--- config.mk ---
export PLATFORM = sky130hd
export DESIGN_NAME = sdram_ringbuf
export DESIGN_NICKNAME = d
export VERILOG_FILES = /design/src/rtl/sdram_ringbuf.sv
export SDC_FILE = /design/constraint.sdc
export NUM_CORES = 1
export LEC_CHECK = 0
export CAP_MARGIN = 20
export CORE_MARGIN = 4
export CORE_UTILIZATION = 57
export CTS_CLUSTER_DIAMETER = 60
export DETAILED_ROUTE_END_ITERATION = 6
export PLACE_DENSITY_LB_ADDON = 0.1
export SYNTH_ARGS = -nofsm -noshare
export SYNTH_HDL_FRONTEND = slang
export SYNTH_SLANG_ARGS = --single-unit
--- constraint.sdc ---
create_clock -name clk -period 6.7 [get_ports clk]
set_input_delay 1.34 -clock clk [delete_from_list [all_inputs] [get_ports clk]]
set_output_delay 1.34 -clock clk [all_outputs]
set_load 0.01 [all_outputs]
--- src/rtl/sdram_ringbuf.sv ---
// sdram_ringbuf
// Uses a region of SDRAM as a FIFO ring buffer between a 16-bit capture
// stream (s_*) and a 16-bit readout stream (m_*). Samples are written to
// BASE+wr_ptr and read back from BASE+rd_ptr through the controller's
// request channel (avalid/aready/awe/aaddr/adata). Read data comes back on
// the response channel (bvalid/bwe/bdata) in request order. It is parked in
// a small on-chip show-ahead FIFO until the readout consumer takes it.
//
// Ports
//   clk, rst        clock, asynchronous active-high reset
//   s_valid/s_ready/s_data   sample input stream
//   m_valid/m_ready/m_data   readout stream
//   flush, flush_done        discard request and its completion pulse
//   fill                     words in the ring not yet read-requested
//   resp_err                 sticky: read data arrived with nothing outstanding
//   avalid/aready/awe/aaddr/adata   request channel to the SDRAM controller
//   bvalid/bwe/bdata                response channel from the controller
module sdram_ringbuf #(
  parameter int unsigned ADDR_W     = 24,
  parameter logic [23:0] BASE       = 24'h000000,
  parameter int unsigned RFIFO_LOG2 = 3
) (
  input  logic              clk,
  input  logic              rst,
  input  logic              s_valid,
  output logic              s_ready,
  input  logic [15:0]       s_data,
  output logic              m_valid,
  input  logic              m_ready,
  output logic [15:0]       m_data,
  input  logic              flush,
  output logic              flush_done,
  output logic [ADDR_W:0]   fill,
  output logic              resp_err,
  output logic              avalid,
  input  logic              aready,
  output logic              awe,
  output logic [23:0]       aaddr,
  output logic [15:0]       adata,
  input  logic              bvalid,
  input  logic              bwe,
  input  logic [15:0]       bdata
);

  localparam int unsigned   RD   = 1 << RFIFO_LOG2;
  localparam logic [ADDR_W:0] FULL = (ADDR_W+1)'(1) << ADDR_W;

  typedef enum logic {IDLE, REQ} state_t;

  state_t                  state_q, state_d;
  logic [ADDR_W-1:0]       wrPtr_q, wrPtr_d;
  logic [ADDR_W-1:0]       rdPtr_q, rdPtr_d;
  logic [ADDR_W:0]         fill_q, fill_d;
  logic [RFIFO_LOG2:0]     outst_q, outst_d;
  logic                    lastRd_q, lastRd_d;
  logic                    flushPend_q, flushPend_d;
  logic                    respErr_q, respErr_d;
  logic                    awe_q, awe_d;
  logic [23:0]             aaddr_q, aaddr_d;
  logic [15:0]             adata_q, adata_d;
  logic [RFIFO_LOG2-1:0]   rfHead_q, rfHead_d;
  logic [RFIFO_LOG2-1:0]   rfTail_q, rfTail_d;
  logic [RFIFO_LOG2:0]     rfCount_q, rfCount_d;
  logic [15:0]             rfMem [RD];

  logic                    idle;
  logic                    wrElig;
  logic                    rdElig;
  logic [RFIFO_LOG2+1:0]   credUsed;
  logic                    wrFire;
  logic                    rdFire;
  logic                    rspRead;
  logic                    rspPush;
  logic                    rspStray;
  logic                    rfPop;
  logic                    flushClear;

  // Issue eligibility. Read credits count both reads in flight and words
  // already parked on chip, so every returning word is guaranteed a slot.
  always_comb begin
    idle       = (state_q == IDLE);
    credUsed   = (RFIFO_LOG2+2)'(outst_q) + (RFIFO_LOG2+2)'(rfCount_q);
    wrElig     = (fill_q != FULL) && !flushPend_q;
    rdElig     = (fill_q != '0) && (credUsed < (RFIFO_LOG2+2)'(RD)) && !flushPend_q;
    // A write only wins when no read is eligible or the last issue was a read.
    s_ready    = idle && wrElig && !(rdElig && !lastRd_q) && !rst;
    wrFire     = s_valid && s_ready;
    rdFire     = idle && rdElig && !wrFire;
    rspRead    = bvalid && !bwe;
    rspPush    = rspRead && (outst_q != '0);
    rspStray   = rspRead && (outst_q == '0);
    rfPop      = m_valid && m_ready;
    flushClear = idle && flushPend_q && (outst_q == '0);
  end

  // Next-state logic: request FSM, ring pointers, credits and read FIFO.
  always_comb begin
    state_d     = state_q;
    wrPtr_d     = wrPtr_q;
    rdPtr_d     = rdPtr_q;
    fill_d      = fill_q;
    outst_d     = outst_q;
    lastRd_d    = lastRd_q;
    awe_d       = awe_q;
    aaddr_d     = aaddr_q;
    adata_d     = adata_q;
    rfHead_d    = rfHead_q;
    rfTail_d    = rfTail_q;
    rfCount_d   = rfCount_q;
    respErr_d   = respErr_q | rspStray;
    flushPend_d = (flushPend_q && !flushClear) || flush;

    case (state_q)
      IDLE: begin
        if (wrFire) begin
          state_d  = REQ;
          awe_d    = 1'b1;
          aaddr_d  = BASE + 24'(wrPtr_q);
          adata_d  = s_data;
          wrPtr_d  = wrPtr_q + ADDR_W'(1);
          fill_d   = fill_q + (ADDR_W+1)'(1);
          lastRd_d = 1'b0;
        end else if (rdFire) begin
          state_d  = REQ;
          awe_d    = 1'b0;
          aaddr_d  = BASE + 24'(rdPtr_q);
          rdPtr_d  = rdPtr_q + ADDR_W'(1);
          fill_d   = fill_q - (ADDR_W+1)'(1);
          lastRd_d = 1'b1;
        end
      end
      REQ: begin
        if (aready) begin
          state_d = IDLE;
        end
      end
      default: state_d = IDLE;
    endcase

    // Issue and return in the same cycle cancel out.
    case ({rdFire, rspPush})
      2'b10:   outst_d = outst_q + (RFIFO_LOG2+1)'(1);
      2'b01:   outst_d = outst_q - (RFIFO_LOG2+1)'(1);
      default: outst_d = outst_q;
    endcase

    if (rspPush) begin
      rfTail_d = rfTail_q + RFIFO_LOG2'(1);
    end
    if (rfPop) begin
      rfHead_d = rfHead_q + RFIFO_LOG2'(1);
    end
    case ({rspPush, rfPop})
      2'b10:   rfCount_d = rfCount_q + (RFIFO_LOG2+1)'(1);
      2'b01:   rfCount_d = rfCount_q - (RFIFO_LOG2+1)'(1);
      default: rfCount_d = rfCount_q;
    endcase

    // Flush completes only once the controller owes us nothing; any words
    // that landed in the read FIFO meanwhile are thrown away here.
    if (flushClear) begin
      wrPtr_d   = '0;
      rdPtr_d   = '0;
      fill_d    = '0;
      rfHead_d  = '0;
      rfTail_d  = '0;
      rfCount_d = '0;
    end
  end

  always_ff @(posedge clk or posedge rst) begin
    if (rst) begin
      state_q     <= IDLE;
      wrPtr_q     <= '0;
      rdPtr_q     <= '0;
      fill_q      <= '0;
      outst_q     <= '0;
      lastRd_q    <= 1'b0;
      flushPend_q <= 1'b0;
      respErr_q   <= 1'b0;
      awe_q       <= 1'b0;
      aaddr_q     <= '0;
      adata_q     <= '0;
      rfHead_q    <= '0;
      rfTail_q    <= '0;
      rfCount_q   <= '0;
    end else begin
      state_q     <= state_d;
      wrPtr_q     <= wrPtr_d;
      rdPtr_q     <= rdPtr_d;
      fill_q      <= fill_d;
      outst_q     <= outst_d;
      lastRd_q    <= lastRd_d;
      flushPend_q <= flushPend_d;
      respErr_q   <= respErr_d;
      awe_q       <= awe_d;
      aaddr_q     <= aaddr_d;
      adata_q     <= adata_d;
      rfHead_q    <= rfHead_d;
      rfTail_q    <= rfTail_d;
      rfCount_q   <= rfCount_d;
    end
  end

  // Read FIFO storage; validity is tracked by rfCount_q so no reset needed.
  always_ff @(posedge clk) begin
    if (rspPush) begin
      rfMem[rfTail_q] <= bdata;
    end
  end

  always_comb begin
    avalid     = (state_q == REQ);
    awe        = awe_q;
    aaddr      = aaddr_q;
    adata      = adata_q;
    fill       = fill_q;
    resp_err   = respErr_q;
    flush_done = flushClear;
    m_valid    = (rfCount_q != '0);
    m_data     = m_valid ? rfMem[rfHead_q] : 16'h0000;
  end

endmodule
Word-level counts from Yosys, hierarchy flattened
Memory sizes are Yosys's and may differ from the RTL's.
Cells that the tools add are included.
W data, S select, Z words.
- bits in registers: 132
- memory bits (writable): 128
- input port bits: 40
- memories: 1
- add/sub/neg operators: 11
- order comparisons: 1
- eq/ne operators: 7
- mux-type cells: 31
- bitwise operators: 2
- reduce and logical (&&, ||, !) cells: 42
- memory list (name ; words ; bits a word ; rd ports ; clocked after memory_dff ; write ports ; line ; RTL):
    rfMem ; 8 ; 16 ; 1 ; 0 ; 1 ; 64 ; logic [15:0] rfMem [RD];
- operators by type and width (operator ; count):
    $mux W24 ; 9
    $mux W25 ; 4
    $add A24 B1 Y24 const B ; 2
    $add A25 B1 Y25 const B ; 1
    $ne A25 B25 Y1 const B ; 1
    $reduce_bool A25 Y1 ; 1
    $sub A25 B1 Y25 const B ; 1
    $logic_and A1 B1 Y1 ; 17
    $mux W16 ; 1
    $pmux W4 S2 ; 2
    $mux W3 ; 4
    $reduce_bool A2 Y1 ; 6
    $mux W1 ; 9
    $add A4 B1 Y4 const B ; 2
    $reduce_and A2 Y1 ; 4
    $reduce_bool A4 Y1 ; 2
    $sub A4 B1 Y4 const B ; 2
    $logic_not A1 Y1 ; 7
    $add A3 B1 Y3 const B ; 2
    $reduce_bool A3 Y1 ; 2
    $add A4 B4 Y5 ; 1
    $lt A5 B4 Y1 const B ; 1
    $eq A2 B1 Y1 const B ; 2
    $eq A2 B2 Y1 const B ; 2
    8 further kinds ; 9

Longest topological paths before layout
- depth in word-level cells: 15
- gate-level depth with buffers: 18
- depth with buffers taken out: 16

Least setup slack after synthesis
Ideal clock, no wire load.
- kind: input to register
- from: in rst
- to: reg fill_q[24], in the netlist fill[24]
- arrival time: 4.789 ns
- data required time: 6.614 ns
- setup slack: 1.825 ns
- cell stages on the path: 14
- buffers on the path: 2
- path through: nor3_1 -> o2111ai_4 -> clkbuf_1 -> clkbuf_1 -> ha_1 -> a21o_1 -> a211oi_1 -> a211oi_1 -> nor4_1 -> o211ai_1 -> nand2_1 -> o21ai_1 -> or3_1 -> a32oi_1
- cells in the longest elaborated chain, start to end: 7
- ends and longest elaborated chain (what ; line ; RTL):
    start: declaration ; 24 ; input logic rst,
    $logic_not A1 Y1 (no source line) (*) ; - ;
    $logic_and A1 B1 Y1 (*) ; 86 ; s_ready = idle && wrElig && !(rdElig && !lastRd_q) && !rst;
    $logic_and A1 B1 Y1 (*) ; 87 ; wrFire = s_valid && s_ready;
    $logic_not A1 Y1 ; 88 ; rdFire = idle && rdElig && !wrFire;
    $logic_and A1 B1 Y1 ; 88 ;
    $reduce_bool A3 Y1 (no source line) ; - ;
    $reduce_and A2 Y1 (no source line) ; - ;
    end signal: assignment ; 191 ; fill_q <= fill_d;
    end: declaration ; 53 ; logic [ADDR_W:0] fill_q, fill_d;
Every way passes the cells marked *; elsewhere a longest branch is shown, timed or not. The select of a mux whose other input is x is not followed.
A chain may end at the register's enable or synchronous reset.

Worst setup path in the final report
- from: in rst
- to: reg fill_q[23], in the netlist fill[23]
Same word-level chain as after synthesis.

==> summary.txt <==
Detailed routing
  • Routed WL: 26.1 mm
  • Vias: 8,032
  • Remaining DRCs: 0
  • Wire per inst: 18.3 um
  • Drt via density: 5.62
  • Post-route ant nets: 0
  • Drt first pass iters: 5
  • Iteration-0 DRC Markers: 495

CTS
  • CTS Buf Count: 27
  • # hold bufs at CTS: 0
  • Postcts setup bufs: 0
  • Number of clock sinks: 260
  • TritonCTS clock tree: built
  • H-tree levels: 1
  • Clk buf depth: 3
  • CTS root buffer: clkbuf_16
  • CTS resizes: 0
  • Clock Latency Late Sink: 0.53 ns
  • Clk slew on worst S/H paths: 0.06 ns

Yosys
  • FF+latch count, synth: 260
  • Mapped Nets: 1,086
  • Cell with the most instances after synthesis: nand2_1
  • Main flop type after synthesis: dfrtp_1
  • Synth area leader: edfxtp_1
  • Async SR Flop Fraction: 50.8%
  • YS warnings: 0
  • Synth Instances: 1,004
  • Most area-consuming cells after synthesis: edfxtp_1 (32%), dfrtp_1 (27%), mux4_2 (6.0%)
  • Post-synth EDFFs: 128
  • Synth top cells by count: nand2_1 (145), dfrtp_1 (132), edfxtp_1 (128)
  • Mean Syn Cell Area: 12.0 um^2
  • Synth top area share: 31.8%
  • Synth unique cells: 60
  • Post-synthesis sequential area ratio: 59.2%
  • Area of the mapped netlist: 0.0121 mm^2

Cells and area
  • Design Area, Final: 0.0145 mm^2
  • Share of layout cells above drive strength 1: 9.92%
  • Ant diodes: 0
  • FF/Latch Area: 0.00715 mm^2
  • Area Overhead vs Synth: 20.2%
  • Filler instances: 1,528
  • Final #Nets: 1,220
  • Combined area of the multi-input logic cells: 0.00470 mm^2

Critical path
  • Worst Reg-to-Reg Cells: 16
  • Worst Path Max Fanout: 26
  • Critical path class: primary input to register
  • CP Capture Type: register
  • CP Data Required Time: 7.10 ns
  • Crit path arrival time: 5.11 ns
  • Critical Path Start Type: primary input

Job
  • Maxcap violations: 0

Place
  • Dpl hpwl: 17.1 mm
  • GPL Wtd Cong: 0.912
  • PortBufs: 126
  • Placed Area: 0.0137 mm^2

Timing
  • Pins Over Slew Limit: 0
  • Final worst path period need: 4.71 ns
  • TNS Setup: 0 ns
  • Worst Skew: 0.0132 ns
  • Final hold vios: 0
  • RSZ-0062 raised after global routing: no
  • Worst-Margin Slew: 1.04 ns
  • # setup viols final: 0
  • Final worst-path cycle share: 70.3%
  • Max_slew headroom: 30.5%
  • Fmax: 212 MHz

Floorplanning
  • Core area: 0.0206 mm^2
  • FP Rows: 52
  • Die Y: 154 um
  • Chip width: 154 um
  • Die Area: 0.0236 mm^2
  • Initial cell density of the core: 58.7%
  • IO Pins: 127

Global routing
  • Initial antenna violation count: 1
  • First-pass GRT wire length: 43.1 mm
  • Vias in the first global route: 8,119
  • GRT Util Overall: 22.4%
  • Largest net degree at the start of global routing: 87
  • GRT Residual Overflow: 0

Status
  • Outcome: finished, final reports clean

Pwr
  • Leakage Power: 5.91 nW
  • Power density over cell area: 434 mW/mm^2
  • Max IR drop VDD: 0.287 mV

Worst hold path
  • Hold Path Class: register to register
  • Worst Hold Depth: 1
-- area by class of cell --
class | instances | share of cell area (%)
repair buffers | 145 | 9.73
flip-flops and latches | 260 | 49.3
well taps | 270 | 2.33
multi-input cells | 682 | 32.4
clock buffers | 32 | 4.79
clock inverters | 18 | 0.854
inverters | 22 | 0.604
-- path summary, 6_finish.rpt --
| kind | startpoint | to | slack (ns) |
|---|---|---|---|
| setup / recovery | rst | fill[23] | 1.99 |
| hold / removal | resp_err | resp_err | 0.47 |
| setup reg to reg | rfCount_q[3] | fill[24] | 2.08 |
| hold reg to reg | resp_err | resp_err | 0.47 |
| max in group asynchronous | rst | aaddr[18] | 4.24 |
| min in group asynchronous | rst | adata[2] | 1.40 |
-- cells by family (layout without fill, tap and decap cells) --
kind of cell               Yosys count  after routing  share of synthesized area (%)
AOI/OAI and AO/OA                  138            138                           7.40
muxes                               53             53                           7.71
and+or+nand+nor                    375            375                           13.8
buffers and inverters               62            217                           1.97
xor gates and xnor gates            74             74                           5.37
DFF                                260            260                           59.2
adders and majority gates           42             42                           4.54
-- placed cells by master (no fill, tap or decap), drive strengths merged, types with 6 or more instances in the layout --
cell type / count
nand2: 145
dfrtp: 132
edfxtp: 128
clkdlybuf4s50: 126
nor2: 125
xor2: 53
nand3: 47
ha: 39
o21ai: 36
a21oi: 34
mux4: 32
clkbuf: 32
a31oi: 26
inv: 24
xnor2: 21
mux2i: 21
buf: 19
clkinv: 14
a21o: 13
nand4: 9
nor4: 9
nor3: 8
nand2b: 7
o211ai: 6
a211oi: 6
-- where the power goes --
group | switching (mW) | total (mW) | internal [mW]
Sequential | 0.332 | 2.32 | 1.98
Combinational | 1.28 | 2.60 | 1.32
Clock | 0.605 | 1.39 | 0.782
Total | 2.22 | 6.30 | 4.08
-- worst max-delay path: stages --
cell	delay, ns
clkdlybuf4s50_1	0.50
nor3_1	0.39
o2111ai_4	0.50
buf_4	0.40
ha_1	0.36
a21oi_1	0.24
nand2_1	0.08
a21o_1	0.18
a21oi_1	0.18
o31ai_1	0.16
a41o_1	0.30
a211oi_1	0.25
xor2_1	0.15
o21ai_0	0.08
-- routing by layer --
| layer | global-route usage [%] | routed length, um | vias to the layer above |
|---|---|---|---|
| li1 | - | - | 3870 |
| met1 | 33.8 | 12000 | 3935 |
| met2 | 35.1 | 12300 | 191 |
| met3 | 3.40 | 1310 | 34 |
| met4 | 4.79 | 477 | 2 |
| met5 | 0 | 12 | - |
-- flip-flops by register name, indices dropped and copies added, names as in the netlist, 3 cells and up --
signal,count
wrPtr_q,24
rfMem,128
rfHead_q,3
rfCount_q,4
fill,25
outst_q,4
aaddr,24
adata,16
rdPtr_q,24
rfTail_q,3
-- stage by stage --
step	power, mW	util (%)	std cells	hold slack [ns]	setup slack, ns
5_1_grt	6.74	70.6	1429	0.491	1.50
4_1_cts	6.36	70.5	1428	0.475	1.99
3_5_place_dp	4.94	66.5	1378	0.458	1.44
6_report	6.30	70.6	1429	0.471	1.99
2_1_floorplan	3.93	-	1004	0.470	1.83
3_3_place_gp	4.90	66.5	1378	0.452	1.55
Note: power is estimated with default switching activity, not from simulation.
